$ cat src/rtl/gpu_fetch_pkg.sv
// rtl/gpu_fetch_pkg.sv - shared types and helpers for the warp fetch scheduler
package gpu_fetch_pkg;

  localparam int BUNDLE_BYTES = 8;
  localparam int WID_MAX_W    = 8;

  typedef enum logic [1:0] {W_IDLE, W_READY, W_FETCH, W_WAIT_ADV} warp_state_e;
  typedef enum logic [1:0] {F_IDLE, F_REQ, F_RESP, F_OUT} fetch_state_e;

  typedef struct packed {
    logic [WID_MAX_W-1:0] warp;
    logic [31:0]          pc;
    logic [63:0]          data;
  } fetch_bundle_t;

  function automatic logic [31:0] align_addr(input logic [31:0] pc);
    return {pc[31:3], 3'b000};
  endfunction

  // A PC in the upper half of a bundle only has 4 bytes left to consume.
  function automatic logic [3:0] adv_step(input logic [31:0] pc, input logic [3:0] bytes);
    if (pc[2] && bytes == 4'(BUNDLE_BYTES)) return 4'd4;
    return bytes;
  endfunction

endpackage

$ cat src/rtl/warp_fetch_scheduler_if.sv
// rtl/warp_fetch_scheduler_if.sv - control, instruction-memory and decode signals of the fetch scheduler
interface warp_fetch_scheduler_if #(parameter int NUM_WARPS = 4);
  localparam int WID_W = $clog2(NUM_WARPS);

  logic                 start_valid;
  logic [WID_W-1:0]     start_warp;
  logic [31:0]          start_pc;
  logic                 halt_valid;
  logic [WID_W-1:0]     halt_warp;
  logic                 redir_valid;
  logic [WID_W-1:0]     redir_warp;
  logic [31:0]          redir_pc;
  logic                 adv_valid;
  logic [WID_W-1:0]     adv_warp;
  logic [3:0]           adv_bytes;
  logic                 imem_req_valid;
  logic [31:0]          imem_req_addr;
  logic                 imem_req_ready;
  logic                 imem_rsp_valid;
  logic [63:0]          imem_rsp_data;
  logic                 out_valid;
  logic                 out_ready;
  logic [WID_W-1:0]     out_warp;
  logic [31:0]          out_pc;
  logic [31:0]          out_inst0;
  logic [31:0]          out_inst1;
  logic                 out_inst0_valid;
  logic                 out_inst1_valid;
  logic [NUM_WARPS-1:0] busy_warps;

  modport master (
    input  start_valid, start_warp, start_pc, halt_valid, halt_warp,
           redir_valid, redir_warp, redir_pc, adv_valid, adv_warp, adv_bytes,
           imem_req_ready, imem_rsp_valid, imem_rsp_data, out_ready,
    output imem_req_valid, imem_req_addr, out_valid, out_warp, out_pc,
           out_inst0, out_inst1, out_inst0_valid, out_inst1_valid, busy_warps
  );

  modport slave (
    output start_valid, start_warp, start_pc, halt_valid, halt_warp,
           redir_valid, redir_warp, redir_pc, adv_valid, adv_warp, adv_bytes,
           imem_req_ready, imem_rsp_valid, imem_rsp_data, out_ready,
    input  imem_req_valid, imem_req_addr, out_valid, out_warp, out_pc,
           out_inst0, out_inst1, out_inst0_valid, out_inst1_valid, busy_warps
  );

endinterface

$ cat src/rtl/warp_fetch_scheduler_rr_arbiter.sv
// rtl/warp_fetch_scheduler_rr_arbiter.sv - round-robin arbiter starting after the last granted requester
module rr_arbiter #(
  parameter int N = 4,
  parameter int W = $clog2(N)
) (
  input  logic         clk,
  input  logic         rst_n,
  input  logic [N-1:0] req,
  input  logic         en,
  output logic [N-1:0] gnt,
  output logic [W-1:0] gnt_idx,
  output logic         gnt_valid
);

  logic [W-1:0] ptr;
  logic [W-1:0] idx;

  // Scan requesters from the pointer upward, wrapping; first hit wins.
  always_comb begin
    gnt       = '0;
    gnt_idx   = '0;
    gnt_valid = 1'b0;
    idx       = '0;
    for (int i = 0; i < N; i++) begin
      idx = ptr + W'(i);
      if (en && !gnt_valid && req[idx]) begin
        gnt_valid = 1'b1;
        gnt_idx   = idx;
      end
    end
    if (gnt_valid) gnt[gnt_idx] = 1'b1;
  end

  // Move the pointer past the winner so it has lowest priority next time.
  always_ff @(posedge clk) begin
    if (!rst_n)         ptr <= '0;
    else if (gnt_valid) ptr <= gnt_idx + W'(1);
  end

endmodule

$ cat src/rtl/warp_fetch_scheduler.sv
// rtl/warp_fetch_scheduler.sv - shares one 64-bit instruction-memory port among warps, one fetch in flight
module warp_fetch_scheduler
  import gpu_fetch_pkg::*;
#(
  parameter int NUM_WARPS = 4,
  parameter int WID_W     = $clog2(NUM_WARPS)
) (
  input logic                      clk,
  input logic                      rst_n,
  warp_fetch_scheduler_if.master   bus
);

  warp_state_e          wstate [NUM_WARPS];
  logic [31:0]          wpc    [NUM_WARPS];
  fetch_state_e         fstate, fstate_next;
  logic                 kill, kill_next;
  fetch_bundle_t        cur;
  logic [WID_W-1:0]     cur_warp;
  logic [NUM_WARPS-1:0] ready_vec;
  logic [NUM_WARPS-1:0] gnt;
  logic [WID_W-1:0]     gnt_idx;
  logic                 gnt_valid;
  logic                 hit;
  logic                 accept;
  logic                 granting;
  logic                 unused_warp_bits;

  assign cur_warp         = cur.warp[WID_W-1:0];
  assign unused_warp_bits = ^cur.warp;

  // A halt or redirect aimed at the warp owning the in-flight fetch kills it.
  assign hit = (fstate != F_IDLE) &&
               ((bus.halt_valid  && bus.halt_warp  == cur_warp) ||
                (bus.redir_valid && bus.redir_warp == cur_warp));
  assign accept   = (fstate == F_OUT) && bus.out_ready && !hit;
  assign granting = (fstate == F_IDLE) && gnt_valid;

  // Warps being halted or redirected this cycle sit out arbitration so a grant never uses a stale PC.
  always_comb begin
    ready_vec = '0;
    for (int w = 0; w < NUM_WARPS; w++) begin
      ready_vec[w] = (wstate[w] == W_READY) &&
                     !(bus.halt_valid  && bus.halt_warp  == WID_W'(w)) &&
                     !(bus.redir_valid && bus.redir_warp == WID_W'(w));
    end
  end

  rr_arbiter #(.N(NUM_WARPS), .W(WID_W)) u_arb (
    .clk       (clk),
    .rst_n     (rst_n),
    .req       (ready_vec),
    .en        (fstate == F_IDLE),
    .gnt       (gnt),
    .gnt_idx   (gnt_idx),
    .gnt_valid (gnt_valid)
  );

  // Fetch FSM state and kill flag registers.
  always_ff @(posedge clk) begin
    if (!rst_n) begin
      fstate <= F_IDLE;
      kill   <= 1'b0;
    end else begin
      fstate <= fstate_next;
      kill   <= kill_next;
    end
  end

  // Fetch FSM next state; a request is never retracted, a killed response is swallowed.
  always_comb begin
    fstate_next = fstate;
    kill_next   = kill;
    case (fstate)
      F_IDLE: begin
        kill_next = 1'b0;
        if (gnt_valid) fstate_next = F_REQ;
      end
      F_REQ: begin
        if (hit) kill_next = 1'b1;
        if (bus.imem_req_ready) fstate_next = F_RESP;
      end
      F_RESP: begin
        if (hit) kill_next = 1'b1;
        if (bus.imem_rsp_valid) begin
          fstate_next = (kill || hit) ? F_IDLE : F_OUT;
          kill_next   = 1'b0;
        end
      end
      F_OUT: begin
        if (hit || bus.out_ready) fstate_next = F_IDLE;
      end
      default: fstate_next = F_IDLE;
    endcase
  end

  // Capture owner/PC at grant and data on a live response.
  always_ff @(posedge clk) begin
    if (!rst_n) begin
      cur <= '0;
    end else begin
      if (granting) begin
        cur.warp <= WID_MAX_W'(gnt_idx);
        cur.pc   <= wpc[gnt_idx];
      end
      if (fstate == F_RESP && bus.imem_rsp_valid && !(kill || hit))
        cur.data <= bus.imem_rsp_data;
    end
  end

  // Per-warp state and PC; halt > redir > adv > start for the same warp.
  always_ff @(posedge clk) begin
    if (!rst_n) begin
      for (int w = 0; w < NUM_WARPS; w++) begin
        wstate[w] <= W_IDLE;
        wpc[w]    <= '0;
      end
    end else begin
      for (int w = 0; w < NUM_WARPS; w++) begin
        if (bus.halt_valid && bus.halt_warp == WID_W'(w)) begin
          wstate[w] <= W_IDLE;
        end else if (bus.redir_valid && bus.redir_warp == WID_W'(w) && wstate[w] != W_IDLE) begin
          wstate[w] <= W_READY;
          wpc[w]    <= bus.redir_pc;
        end else if (bus.adv_valid && bus.adv_warp == WID_W'(w) && wstate[w] == W_WAIT_ADV) begin
          wstate[w] <= W_READY;
          wpc[w]    <= wpc[w] + 32'(adv_step(wpc[w], bus.adv_bytes));
        end else if (bus.start_valid && bus.start_warp == WID_W'(w) && wstate[w] == W_IDLE) begin
          wstate[w] <= W_READY;
          wpc[w]    <= bus.start_pc;
        end else if (granting && gnt[w]) begin
          wstate[w] <= W_FETCH;
        end else if (accept && cur_warp == WID_W'(w)) begin
          wstate[w] <= W_WAIT_ADV;
        end
      end
    end
  end

  // Busy vector mirrors which warps are launched.
  always_comb begin
    bus.busy_warps = '0;
    for (int w = 0; w < NUM_WARPS; w++) bus.busy_warps[w] = (wstate[w] != W_IDLE);
  end

  assign bus.imem_req_valid  = (fstate == F_REQ);
  assign bus.imem_req_addr   = align_addr(cur.pc);
  assign bus.out_valid       = (fstate == F_OUT);
  assign bus.out_warp        = cur_warp;
  assign bus.out_pc          = cur.pc;
  assign bus.out_inst0       = cur.pc[2] ? cur.data[63:32] : cur.data[31:0];
  assign bus.out_inst1       = cur.data[63:32];
  assign bus.out_inst0_valid = (fstate == F_OUT);
  assign bus.out_inst1_valid = (fstate == F_OUT) && !cur.pc[2];

endmodule

$ cat src/flat_wrapper.sv
// flat-port wrapper written by rule: the top's interface ports become plain ports
module warp_fetch_scheduler_flat import gpu_fetch_pkg::*;
#(
  parameter int NUM_WARPS = 4,
  parameter int WID_W     = $clog2(NUM_WARPS)
)
  (clk, rst_n, bus_start_valid, bus_start_warp, bus_start_pc, bus_halt_valid, bus_halt_warp, bus_redir_valid, bus_redir_warp, bus_redir_pc, bus_adv_valid, bus_adv_warp, bus_adv_bytes, bus_imem_req_ready, bus_imem_rsp_valid, bus_imem_rsp_data, bus_out_ready, bus_imem_req_valid, bus_imem_req_addr, bus_out_valid, bus_out_warp, bus_out_pc, bus_out_inst0, bus_out_inst1, bus_out_inst0_valid, bus_out_inst1_valid, bus_busy_warps);
  warp_fetch_scheduler_if #(.NUM_WARPS(NUM_WARPS)) bus_i ();
  input logic clk;
  input logic rst_n;
  input wire logic [$bits(bus_i.start_valid)-1:0] bus_start_valid;
  input wire logic [$bits(bus_i.start_warp)-1:0] bus_start_warp;
  input wire logic [$bits(bus_i.start_pc)-1:0] bus_start_pc;
  input wire logic [$bits(bus_i.halt_valid)-1:0] bus_halt_valid;
  input wire logic [$bits(bus_i.halt_warp)-1:0] bus_halt_warp;
  input wire logic [$bits(bus_i.redir_valid)-1:0] bus_redir_valid;
  input wire logic [$bits(bus_i.redir_warp)-1:0] bus_redir_warp;
  input wire logic [$bits(bus_i.redir_pc)-1:0] bus_redir_pc;
  input wire logic [$bits(bus_i.adv_valid)-1:0] bus_adv_valid;
  input wire logic [$bits(bus_i.adv_warp)-1:0] bus_adv_warp;
  input wire logic [$bits(bus_i.adv_bytes)-1:0] bus_adv_bytes;
  input wire logic [$bits(bus_i.imem_req_ready)-1:0] bus_imem_req_ready;
  input wire logic [$bits(bus_i.imem_rsp_valid)-1:0] bus_imem_rsp_valid;
  input wire logic [$bits(bus_i.imem_rsp_data)-1:0] bus_imem_rsp_data;
  input wire logic [$bits(bus_i.out_ready)-1:0] bus_out_ready;
  output wire logic [$bits(bus_i.imem_req_valid)-1:0] bus_imem_req_valid;
  output wire logic [$bits(bus_i.imem_req_addr)-1:0] bus_imem_req_addr;
  output wire logic [$bits(bus_i.out_valid)-1:0] bus_out_valid;
  output wire logic [$bits(bus_i.out_warp)-1:0] bus_out_warp;
  output wire logic [$bits(bus_i.out_pc)-1:0] bus_out_pc;
  output wire logic [$bits(bus_i.out_inst0)-1:0] bus_out_inst0;
  output wire logic [$bits(bus_i.out_inst1)-1:0] bus_out_inst1;
  output wire logic [$bits(bus_i.out_inst0_valid)-1:0] bus_out_inst0_valid;
  output wire logic [$bits(bus_i.out_inst1_valid)-1:0] bus_out_inst1_valid;
  output wire logic [$bits(bus_i.busy_warps)-1:0] bus_busy_warps;
  assign bus_i.start_valid = bus_start_valid;
  assign bus_i.start_warp = bus_start_warp;
  assign bus_i.start_pc = bus_start_pc;
  assign bus_i.halt_valid = bus_halt_valid;
  assign bus_i.halt_warp = bus_halt_warp;
  assign bus_i.redir_valid = bus_redir_valid;
  assign bus_i.redir_warp = bus_redir_warp;
  assign bus_i.redir_pc = bus_redir_pc;
  assign bus_i.adv_valid = bus_adv_valid;
  assign bus_i.adv_warp = bus_adv_warp;
  assign bus_i.adv_bytes = bus_adv_bytes;
  assign bus_i.imem_req_ready = bus_imem_req_ready;
  assign bus_i.imem_rsp_valid = bus_imem_rsp_valid;
  assign bus_i.imem_rsp_data = bus_imem_rsp_data;
  assign bus_i.out_ready = bus_out_ready;
  assign bus_imem_req_valid = bus_i.imem_req_valid;
  assign bus_imem_req_addr = bus_i.imem_req_addr;
  assign bus_out_valid = bus_i.out_valid;
  assign bus_out_warp = bus_i.out_warp;
  assign bus_out_pc = bus_i.out_pc;
  assign bus_out_inst0 = bus_i.out_inst0;
  assign bus_out_inst1 = bus_i.out_inst1;
  assign bus_out_inst0_valid = bus_i.out_inst0_valid;
  assign bus_out_inst1_valid = bus_i.out_inst1_valid;
  assign bus_busy_warps = bus_i.busy_warps;
  warp_fetch_scheduler #(.NUM_WARPS(NUM_WARPS), .WID_W(WID_W)) u_core (.clk(clk), .rst_n(rst_n), .bus(bus_i));
endmodule
$ cat config.mk
export PLATFORM = sky130hd
export DESIGN_NAME = warp_fetch_scheduler_flat
export DESIGN_NICKNAME = d
export VERILOG_FILES = /design/src/rtl/gpu_fetch_pkg.sv /design/src/rtl/warp_fetch_scheduler_if.sv /design/src/rtl/warp_fetch_scheduler_rr_arbiter.sv /design/src/rtl/warp_fetch_scheduler.sv /design/src/flat_wrapper.sv
export SDC_FILE = /design/constraint.sdc
export NUM_CORES = 1
export LEC_CHECK = 0
export ABC_AREA = 1
export CAP_MARGIN = 10
export CORE_UTILIZATION = 50
export DETAILED_ROUTE_END_ITERATION = 8
export PLACE_DENSITY_LB_ADDON = 0.25
export SETUP_SLACK_MARGIN = 0.02
export SYNTH_ARGS = -nofsm -noshare
export SYNTH_HDL_FRONTEND = slang
export SYNTH_SLANG_ARGS = --single-unit
$ cat constraint.sdc
create_clock -name clk -period 3.5 [get_ports clk]
set_input_delay 0.35 -clock clk [delete_from_list [all_inputs] [get_ports clk]]
set_output_delay 0.35 -clock clk [all_outputs]
set_load 0.01 [all_outputs]
# Word level (Yosys, flattened, before mapping)
# Memory sizes are Yosys's and may differ from the RTL's. A register that Yosys moved wholly into a read port is not among the register bits.
# Index checks and enable logic that the tools add are counted.
dict set report op_classes {
  n_addsub 8
  magnitude_cmp 6
  n_eq_ne 33
  muxes 242
  n_bitwise 36
  n_reduce_logical 100
}
# cell count
set ops {}
lappend ops {{two-way mux 32 bit} 13}
lappend ops {{two-way mux 1 bit} 164}
lappend ops {{adder 32 x 4 -> 32 bit} 4}
lappend ops {{two-way mux 4 bit} 25}
lappend ops {{two-way mux 2 bit} 33}
lappend ops {{logical AND 1 bit} 65}
lappend ops {{OR 1 bit} 36}
lappend ops {{equality test 2 bit, second input constant} 16}
lappend ops {{equality test 2 x 1 -> 1 bit, second input constant} 10}
lappend ops {{zero test 2 bit} 10}
lappend ops {{zero test 1 bit} 15}
lappend ops {{< comparator 2 x 3 -> 1 bit, second input constant} 5}
lappend ops {{nonzero test 2 bit} 5}
lappend ops {{binary-select mux 1 bit (select 2 bit)} 4}
lappend ops {{case mux 2 bit (4 select lines)} 1}
lappend ops {{adder 2 x 1 -> 2 bit, second input constant} 2}
lappend ops {{adder 2 bit, second input constant} 2}
lappend ops {{equality test 2 bit} 2}
lappend ops {{equality test 4 bit, second input constant} 1}
lappend ops {{inequality test 2 x 1 -> 1 bit, second input constant} 2}
lappend ops {{inequality test 2 bit, second input constant} 2}
lappend ops {{AND reduction 4 bit} 1}
lappend ops {{logical OR 1 bit} 3}
lappend ops {{case mux 1 bit (3 select lines)} 1}
lappend ops {{other kinds (3)} 3}
dict set report word_totals {
  reg_bits 71
  mem_bits_rw 136
  input_bits 149
  out_inout_bits 138
  elab_cells 432
  memories 2
}
# name depth width read_ports rd_clocked_by_memory_dff wr line
set mem_list {}
lappend mem_list {u_core.wpc 4 32 5 1 4 warp_fetch_scheduler.sv:14} ;# logic [31:0] wpc [NUM_WARPS];
lappend mem_list {u_core.wstate 4 2 4 0 4 warp_fetch_scheduler.sv:13} ;# warp_state_e wstate [NUM_WARPS];

# Depth between registers and ports, before layout
# Gate-level depths: netlist of the first run.
dict set report logic_depth {
  word_depth 36
  mapped_depth 19
  mapped_depth_nobuf 19
}

# By module
# From an unflattened synthesis of the first run, not the netlist that was laid out.
dict set report hier_totals {
  cells_unflattened 2709
  area_unflattened_um2 17989.8
}
# module n_inst cells_each area_each_um2 seq_area_each_um2
set modules_own_cells {}
lappend modules_own_cells {warp_fetch_scheduler 1 2618 17455.5 6105.9}
lappend modules_own_cells {rr_arbiter 1 91 534.3 40.0}

# Worst setup path after synthesis of the first run
# No wires, ideal clock.
dict set report synth_path {
  path_kind {input to register}
  startpoint {input bus_adv_bytes[1]}
  endpoint {memory u_core.wpc[1][25], data pin}
  setup_ns 0.147
  t_arrival_ns 3.125
  required_ns 3.353
  slack_ns 0.228
  path_stages 14
  path_buffers 1
  cell_sequence {clkbuf_1 nor4_1 a21oi_1 ha_1 inv_1 nor3_1 a21oi_1 nor3_1 nand3_1 o21ai_0 inv_1 o21ai_0 o211ai_1 a21oi_1}
}
# item line
set synth_lines {}
lappend synth_lines {{start: declaration} flat_wrapper.sv:21} ;# input wire logic [$bits(bus_i.adv_bytes)-1:0] bus_adv_bytes;
lappend synth_lines {{end: declaration} warp_fetch_scheduler.sv:14}

==> metrics.md, run 1 <==
| Metric | Value |
|---|---|
| Status | complete, no violations |
| Non-Filler Instances | 3235 |
| Max VDD drop | 1.04 mV |
| DR vias | 19900 |
| Cell Area, Synth | 17600 sq um |
| CTS Sinks | 239 |
| Area of the core | 34500 sq um |
| Clk root buf | clkbuf_16 |
| XOR/XNOR Fraction of Synth Area | 2.59% |
| Post-DRT Antenna Nets | 0 |
| Final WS setup | 0.259 ns |
| Routed Wire Length | 81.0 mm |
| Synth area leaders | edfxtp_1 23%, nand2_1 13%, dfxtp_1 12% |
| Seq/Total Area, Yosys | 35.0% |
| Combinational family with the most area after synthesis | simple AND/OR/NAND/NOR gates |
| Num CTS Buffers | 29 |
| Clock period minus final worst setup slack | 3.24 ns |
| Critical Path AT | 3.55 ns |
| Distinct cells, synth | 52 |
| Hold Slack | 0.154 ns |
| Leak | 8.63 nW |
| Grt total ovfl | 0 |
| Max-Cap Viols | 0 |
| H-tree Lvls | 1 |
| DP Worst Slack | -0.159 ns |
| Largest net degree at the start of global routing | 97 |
| Total GRT Usage | 44.3% |
| Fraction of layout cells with a size suffix above 1 | 7.36% |
| Worst Path Max Fanout | 8 |
| Synth area leader | edfxtp_1 |
| Top cell by count, worst path | nand2_1 |
| Post-CTS sizing | 0 |
| Commonest non-fill, non-tap cell in the layout | nand2_1 |
| Worst Clk Skew | 0.0242 ns |
| TritonRoute pass-1 iters | 6 |
| Post-Place Cells | 3176 |
| CTS tree | built |
| Synth Register Bits | 239 |
| Syn_area_per_cell | 6.85 sq um |
| Total Power | 14.7 mW |
| Fmax | 309 MHz |
| First-pass GRT wire length | 117 mm |
| Final nets | 2931 |
| Final setup fails | 0 |
| Setup TNS Final | 0 ns |
| Detail Placement HPWL | 60.1 mm |
| Final GP Congestion | 1.12 |
| Startpoint types | input port |
| Post-synth ARST share | 0% |
| Slew Limit Headroom | 26.3% |
| Critical path class | in -> reg |
| Adder-cell share of the synthesized area | 2.31% |
| Commonest non-fill, non-tap cells in the layout | 613 x nand2_1, 303 x inv_1, 282 x clkdlybuf4s50_1, 256 x nand3_1, 233 x a21oi_1 |
| Hold_buf cts | 0 |
| Compound-Gate Fraction of Synth Area | 16.1% |
| Crit path required time | 3.81 ns |
| Port bufs | 283 |
| Primary FF master, synth | edfxtp_1 |
| Design area | 21400 sq um |
| Initial antenna violation count | 5 |
| Critical-path cell list | clkdlybuf4s50_1 > nor4_1 > buf_4 > nand2_1 > nand2_1 > ha_1 > nand3_1 > nand2_1 > nand2_1 > nand2_1 > nand2_1 > buf_4 > nor4_1 > buf_4 > or2_2 > nand3_1 > o211ai_1 > a21oi_1 |
| Clk slew on worst S/H paths | 0.06 ns |
| Synth Instances | 2565 |
| DRC viols | 0 |
| Actual slew at the worst max-slew pin | 1.10 ns |
| Chip height | 189 um |
| Worst path buffer plus inverter count | 4 |
| EDFF count, synth | 136 |
| Drt wl/cell | 25.0 um |
| Post-layout util | 62.0% |
| Drt initial violations | 2806 |
| Slew Viols, Final | 0 |
| Crit-path slowest cell | clkdlybuf4s50_1 |
| Tcrit/Tclk final | 92.6% |
| Skew-Pair Late Insertion Delay | 0.58 ns |
| CTS max path bufs | 3 |
| Final hold viol count | 0 |
| Hold WC Path Type | in -> reg |
| Post-synthesis simple-gate area fraction | 29.7% |
| Yosys top cell area share | 23.3% |
| DP Area | 20500 sq um |
| Die area | 35900 sq um |
| CP delay by family, top | simple AND/OR/NAND/NOR gates |
| RSZ-0062 raised after global routing | false |
| Warnings, synthesis | 0 |
| Vias per cell | 6.14 |
| Critical Path End Type | flop |
| Mux contribution to synthesized area | 0% |
| Num ports | 287 |
| P per Cell Area | 687 nW/um^2 |
| Setup repair bufs after CTS | 0 |
| Core Rows | 68 |
| Initial Util | 50.8% |
| Vias in the first global route | 18600 |
| CP peak stage delay | 0.57 ns |
| Area Growth Syn to Fin | 22.0% |
| Width of the die | 189 um |
-- power breakdown --
part | total, mW | switching (mW) | internal (mW) | leakage (nW)
clock network | 3.06 | 1.31 | 1.75 | 0.481
logic | 7.72 | 5.19 | 2.52 | 5.89
registers | 3.95 | 0.468 | 3.48 | 2.26
-- worst reg2reg max path, delay by kind of cell (launching register included) --
kind | cells | cell delay, ns
and+or+nand+nor | 5 | 1.62
buffers and inverters | 3 | 0.74
DFF | 1 | 0.43
-- worst paths after layout --
kind / slack [ns] / startpoint / cells after the start / to
setup / recovery: 0.26 / bus_adv_bytes[0] / 18 / u_core.wpc[0][29]
hold / removal: 0.15 / rst_n / 3 / u_core.bus.out_warp[1]
setup reg to reg: 0.35 / u_core.wstate[1][1] / 8 / u_core.wpc[1][23]
hold reg to reg: 0.45 / u_core.cur[19] / 2 / u_core.cur[19]
-- cell type report --
cell class / instances / area (sq um)
repair buffers: 376 / 3630
fillers: 3213 / 13100
multi-input cells: 1796 / 8950
flip-flops and latches: 239 / 6150
well taps: 455 / 569
clock inverters: 11 / 62.6
diodes: 7 / 17.5
clock buffers: 41 / 883
inverters: 310 / 1160
-- routing by layer --
layer,part of all wire [%],GRT usage (%)
met1,35,53.4
met5,0.032,0
met2,43,68.1
met4,8.1,30.0
met3,14,13.3
-- registers in the layout, indices dropped and copies added, names as in the netlist, 2 cells and up --
signal	flops
u_core.wpc	128
u_core.fstate	2
u_core.bus.out_pc	32
u_core.bus.out_inst1	32
u_core.bus.out_warp	2
u_core.u_arb.ptr	2
u_core.wstate	8
u_core.cur	32
-- logic make-up (layout without fill, tap and decap cells) --
logic type,Yosys count,after routing
buffers and inverters,532,738
adder cells (fa/ha/maj),30,30
AO/OA/AOI/OAI,525,525
other,1,10
flip-flops,239,239
AND/OR/NAND/NOR,1187,1187
XOR/XNOR,51,51
-- synthesized netlist by cell type, drive strengths merged, types with 4 or more instances --
library cell	instances
nand2	617
inv	305
nand3	266
a21oi	233
o21ai	223
nor2	165
buf	138
edfxtp	136
dfxtp	103
clkbuf	84
nand4	50
nor3	50
xor2	38
o211ai	31
ha	26
or2	21
nor4	14
xnor2	13
a221oi	8
a22oi	6
a31oi	6
a211oi	5
clkinv	5
fa	4
o22ai	4
(Power assumes the default switching activity.)
==> run 2, diff against run 1 <==
CORE_MARGIN = 3   (was default)
SKIP_LAST_GASP = 1   (was default)
==> run 2 against run 1 <==
- power down 1.4%
- first-iteration DRC count down 2.4%
- largest cell class unchanged
- hold slack worse by 0.0041 ns
- core utilization up 1.2 points
==> metrics.md, run 2 (synthesis gave the netlist of run 1 again) <==
| Metric | Value |
|---|---|
| Status | complete, no violations |
| Grt total ovfl | 0 |
| Chip height | 193 um |
| Fraction of layout cells with a size suffix above 1 | 7.64% |
| Drt initial violations | 2738 |
| Vias in the first global route | 18800 |
| Worst Clk Skew | 0.0263 ns |
| P per Cell Area | 675 nW/um^2 |
| DR vias | 19900 |
| Initial antenna violation count | 4 |
| Drt wl/cell | 25.0 um |
| Number of cells on the critical path | 17 |
| Max VDD drop | 1.06 mV |
| Width of the die | 193 um |
| Skew-Pair Late Insertion Delay | 0.58 ns |
| Final hold viol count | 0 |
| Hold_buf cts | 0 |
| Biggest register | u_core.wpc |
| Hold WC Path Type | in -> reg |
| Leak | 8.69 nW |
| Num CTS Buffers | 28 |
| Area Growth Syn to Fin | 22.5% |
| TritonRoute pass-1 iters | 7 |
| Die area | 37400 sq um |
| DRC viols | 0 |
| Commonest non-fill, non-tap cell in the layout | nand2_1 |
| Crit-path slowest cell | clkdlybuf4s50_1 |
| DP Area | 20600 sq um |
| DP Worst Slack | -0.0321 ns |
| Tcrit/Tclk final | 87.9% |
| Crit path required time | 3.92 ns |
| Max-Cap Viols | 0 |
| Worst path buffer plus inverter count | 4 |
| H-tree Lvls | 1 |
| Post-DRT Antenna Nets | 0 |
| RSZ-0062 raised after global routing | false |
| Design area | 21500 sq um |
| Clk slew on worst S/H paths | 0.06 ns |
| Initial Util | 51.6% |
| Worst reg2reg endpoint | u_core.bus.out_pc[10] |
| Routed Wire Length | 80.9 mm |
| Critical path class | in -> reg |
| Setup repair bufs after CTS | 0 |
| Area of the core | 34000 sq um |
| Worst Path Max Fanout | 5 |
| Worst setup path startpoint | bus_adv_bytes[2] |
| Critical-path cell list | clkdlybuf4s50_1 > nor4_1 > buf_4 > buf_4 > a21oi_1 > ha_1 > inv_1 > o21ai_2 > nand2_1 > nor2_1 > nand2_1 > nor2_1 > nand2_1 > nor2_1 > xor2_1 > nand2_1 > a21oi_1 |
| Startpoint types | input port |
| Final setup fails | 0 |
| Critical Path End Type | flop |
| Setup crit end | u_core.wpc[0][30] |
| Fmax | 325 MHz |
| Final nets | 2947 |
| Detail Placement HPWL | 61.5 mm |
| Post-CTS sizing | 0 |
| Worst R2R Path Depth | 14 |
| Commonest non-fill, non-tap cells in the layout | 613 x nand2_1, 303 x inv_1, 282 x clkdlybuf4s50_1, 256 x nand3_1, 233 x a21oi_1 |
| Filler instances | 3137 |
| Slew Viols, Final | 0 |
| Num ports | 287 |
| Clk root buf | clkbuf_16 |
| Vias per cell | 6.14 |
| CTS Sinks | 239 |
| CTS tree | built |
| CTS max path bufs | 3 |
| Reg-to-reg slack, setup | 0.53 ns |
| Total GRT Usage | 41.0% |
| Post-layout util | 63.2% |
| Max reg flops | 128 |
| CP peak stage delay | 0.53 ns |
| Clock period minus final worst setup slack | 3.08 ns |
| Core Rows | 67 |
| Slew Limit Headroom | 49.7% |
| CP delay by family, top | simple AND/OR/NAND/NOR gates |
| Worst r2r src | u_core.u_arb.ptr[0] |
| Final GP Congestion | 1.12 |
| Actual slew at the worst max-slew pin | 0.752 ns |
| Port bufs | 283 |
| First-pass GRT wire length | 117 mm |
| Largest net degree at the start of global routing | 80 |
| Top cell by count, worst path | nand2_1 |
| Final WS setup | 0.423 ns |
| Critical Path AT | 3.50 ns |
==> run 2: worst min-delay path, stage by stage <==
cell     delay (ns)
buf_2          0.19
nand2_1        0.10
inv_1          0.03
==> run 2: worst min path at each step <==
stage / cells after the start / from / end
6_report: 3 / rst_n / u_core.bus.out_warp[1]
4_1_cts: 3 / rst_n / u_core.bus.out_warp[1]
3_5_place_dp: 2 / u_core.cur[28] / u_core.cur[28]
5_1_grt: 3 / rst_n / u_core.bus.out_warp[1]
3_3_place_gp: 2 / u_core.cur[27] / u_core.cur[27]
2_1_floorplan: 2 / u_core.cur[0] / u_core.cur[0]
==> run 2: per-layer routing <==
metal / track usage (%) / routed length, um
met1: 51.0 / 28600
met2: 64.8 / 35400
met3: 8.73 / 10400
met4: 25.9 / 6470
met5: 0 / 30
==> run 2: area by class of cell <==
cell class                 count  area (sq um)  share of cell area [%]
inverter                     310          1160                    5.41
clock buffer                  45           858                    3.99
multi-input combinational   1796          8950                    41.6
clock inverter                 5          40.0                   0.186
sequential                   239          6150                    28.6
timing repair buffer         393          3780                    17.6
tap                          448           561                    2.61
antenna                        4          10.0                  0.0465
==> run 2: stage by stage <==
step	hold slack (ns)	power, mW	TNS, ns	std cells
finish	0.150	14.5	0	3240
global route	0.137	15.2	0	3238
CTS	0.132	14.3	0	3236
detailed placement	0.442	11.3	-0.0573	3186
global placement	0.434	11.2	0	3186
floorplan	0.424	8.48	0	2567
==> run 2: report_power, final <==
part           switching (mW)  internal, mW  total, mW
Sequential              0.456          3.48       3.94
Clock                    1.27          1.67       2.95
Combinational            5.08          2.56       7.64
Total                    6.81          7.71       14.5
==> patch, RTL diff (settings of run 2) <==
Re-encode `fetch_state_e` (4 states) as one-hot, 4 bits wide.
--- a/src/rtl/gpu_fetch_pkg.sv
+++ b/src/rtl/gpu_fetch_pkg.sv
@@ -5,7 +5,7 @@
   localparam int WID_MAX_W    = 8;
 
   typedef enum logic [1:0] {W_IDLE, W_READY, W_FETCH, W_WAIT_ADV} warp_state_e;
-  typedef enum logic [1:0] {F_IDLE, F_REQ, F_RESP, F_OUT} fetch_state_e;
+  typedef enum logic [3:0] {F_IDLE = 4'b0001, F_REQ = 4'b0010, F_RESP = 4'b0100, F_OUT = 4'b1000} fetch_state_e;
 
   typedef struct packed {
     logic [WID_MAX_W-1:0] warp;
Behaviour: same outputs for any inputs over 4 cycles, from zero or initial values and one cycle with rst_n low; so few cycles prove little.
==> patch against run 2 <==
Utilization down 0.87 points; sequential cell count is 2 higher; global-route usage down 3.7 points; total power fell by 3.6%; clock skew shrank 7.6 ps; synthesized cell count increased by 2.6%; wire length decreased by 9.3%; area after synthesis rose by 1.0%; design area up 0.84%; worst setup slack gained 66 ps; first-iteration DRC count down 16%; final cell count grew 1.8%; combinational power is 8.2% lower.
==> patch: results (changes against run 2) <==
{| class="wikitable"
! Metric !! Value
|-
| Drt first-iter violations || 2,311 (was 2,738)
|-
| ANT cells || 0 (was 4)
|-
| Minimum period implied by the final worst setup slack || 3010 ps (was 3080 ps)
|-
| Max transition margin || 33.5% (was 49.7%)
|-
| Power density relative to cell area || 645 nW/um^2 (was 675 nW/um^2)
|-
| Adder-cell share of the synthesized area || 1.58% (was 2.31%)
|-
| Vias post-DR || 19,690 (was 19,900)
|-
| Cells on worst reg2reg path || 13 (was 14)
|-
| Met3 wirelength from detailed routing || 7560 microns (was 10,400 microns)
|-
| Net Sw Frac || 45.7% (was 46.9%)
|-
| Leading post-synthesis cells by cell area || edfxtp_1 (23%), dfxtp_1 (12%), nand2_1 (11%), nand3_1 (10%), inv_1 (7.6%) (was edfxtp_1 (23%), nand2_1 (13%), dfxtp_1 (12%), nand3_1 (7.3%), a21oi_1 (6.6%))
|-
| Met2 Use GR || 58.8% (was 64.8%)
|-
| Post-synthesis share of cell area spent on xor and xnor gates || 1.88% (was 2.59%)
|-
| Initial standard-cell utilization of the core || 51.0% (was 51.6%)
|-
| Cell Area, Placed || 20,700 sq um (was 20,600 sq um)
|-
| Fillers || 3,262 (was 3,137)
|-
| Final total power || 14.0 mW (was 14.5 mW)
|-
| Outcome || finished clean (unchanged)
|-
| Compound-cell area share of the yosys netlist || 16.4% (was 16.1%)
|-
| Share of synthesized area occupied by flip-flops and latches || 34.9% (was 35.0%)
|-
| Detailed-routed wire length on met2 || 32,700 microns (was 35,400 microns)
|-
| Final cell count without fillers || 3,297 (was 3,240)
|-
| Pleak || 8.79 nW (was 8.69 nW)
|-
| Number of clock buffers inserted by TritonCTS || 30 (was 28)
|-
| Final hold slack || 116 ps (was 150 ps)
|-
| Cell total after placement || 3,241 (was 3,186)
|-
| Top cells by count, synth || nand2_1 (543), inv_1 (359), nand3_1 (359) (was nand2_1 (615), inv_1 (303), nand3_1 (256))
|}
==> patch: cell count changes after synthesis, moves of 11 or more <==
cell,before,now
o21ai_0,217,201
xnor2_1,13,2
clkbuf_1,84,95
nand2_1,615,543
nand3_1,256,359
o211ai_1,31,45
nor2_1,156,135
o21ai_1,3,21
inv_1,303,359
==> patch: worst max-delay path: stages <==
cell,delay [ps]
clkdlybuf4s50_1,460
nor4_1,350
buf_4,230
nand2_1,60
nand2_1,60
ha_1,200
nand2_1,60
o21ai_0,260
nand2_1,100
nand2_1,90
nand4_1,290
nor3_2,340
buf_4,210
nand4_1,90
nand3_1,100
a31oi_1,90
==> patch: layout make-up <==
type / instances / area share [%]
Tap cell: 455 / 2.62
Inverter: 368 / 6.37
Clock inverter: 10 / 0.363
Multi-Input combinational cell: 1793 / 40.8
Clock buffer: 46 / 4.31
Sequential cell: 241 / 28.5
Timing Repair Buffer: 384 / 17.0
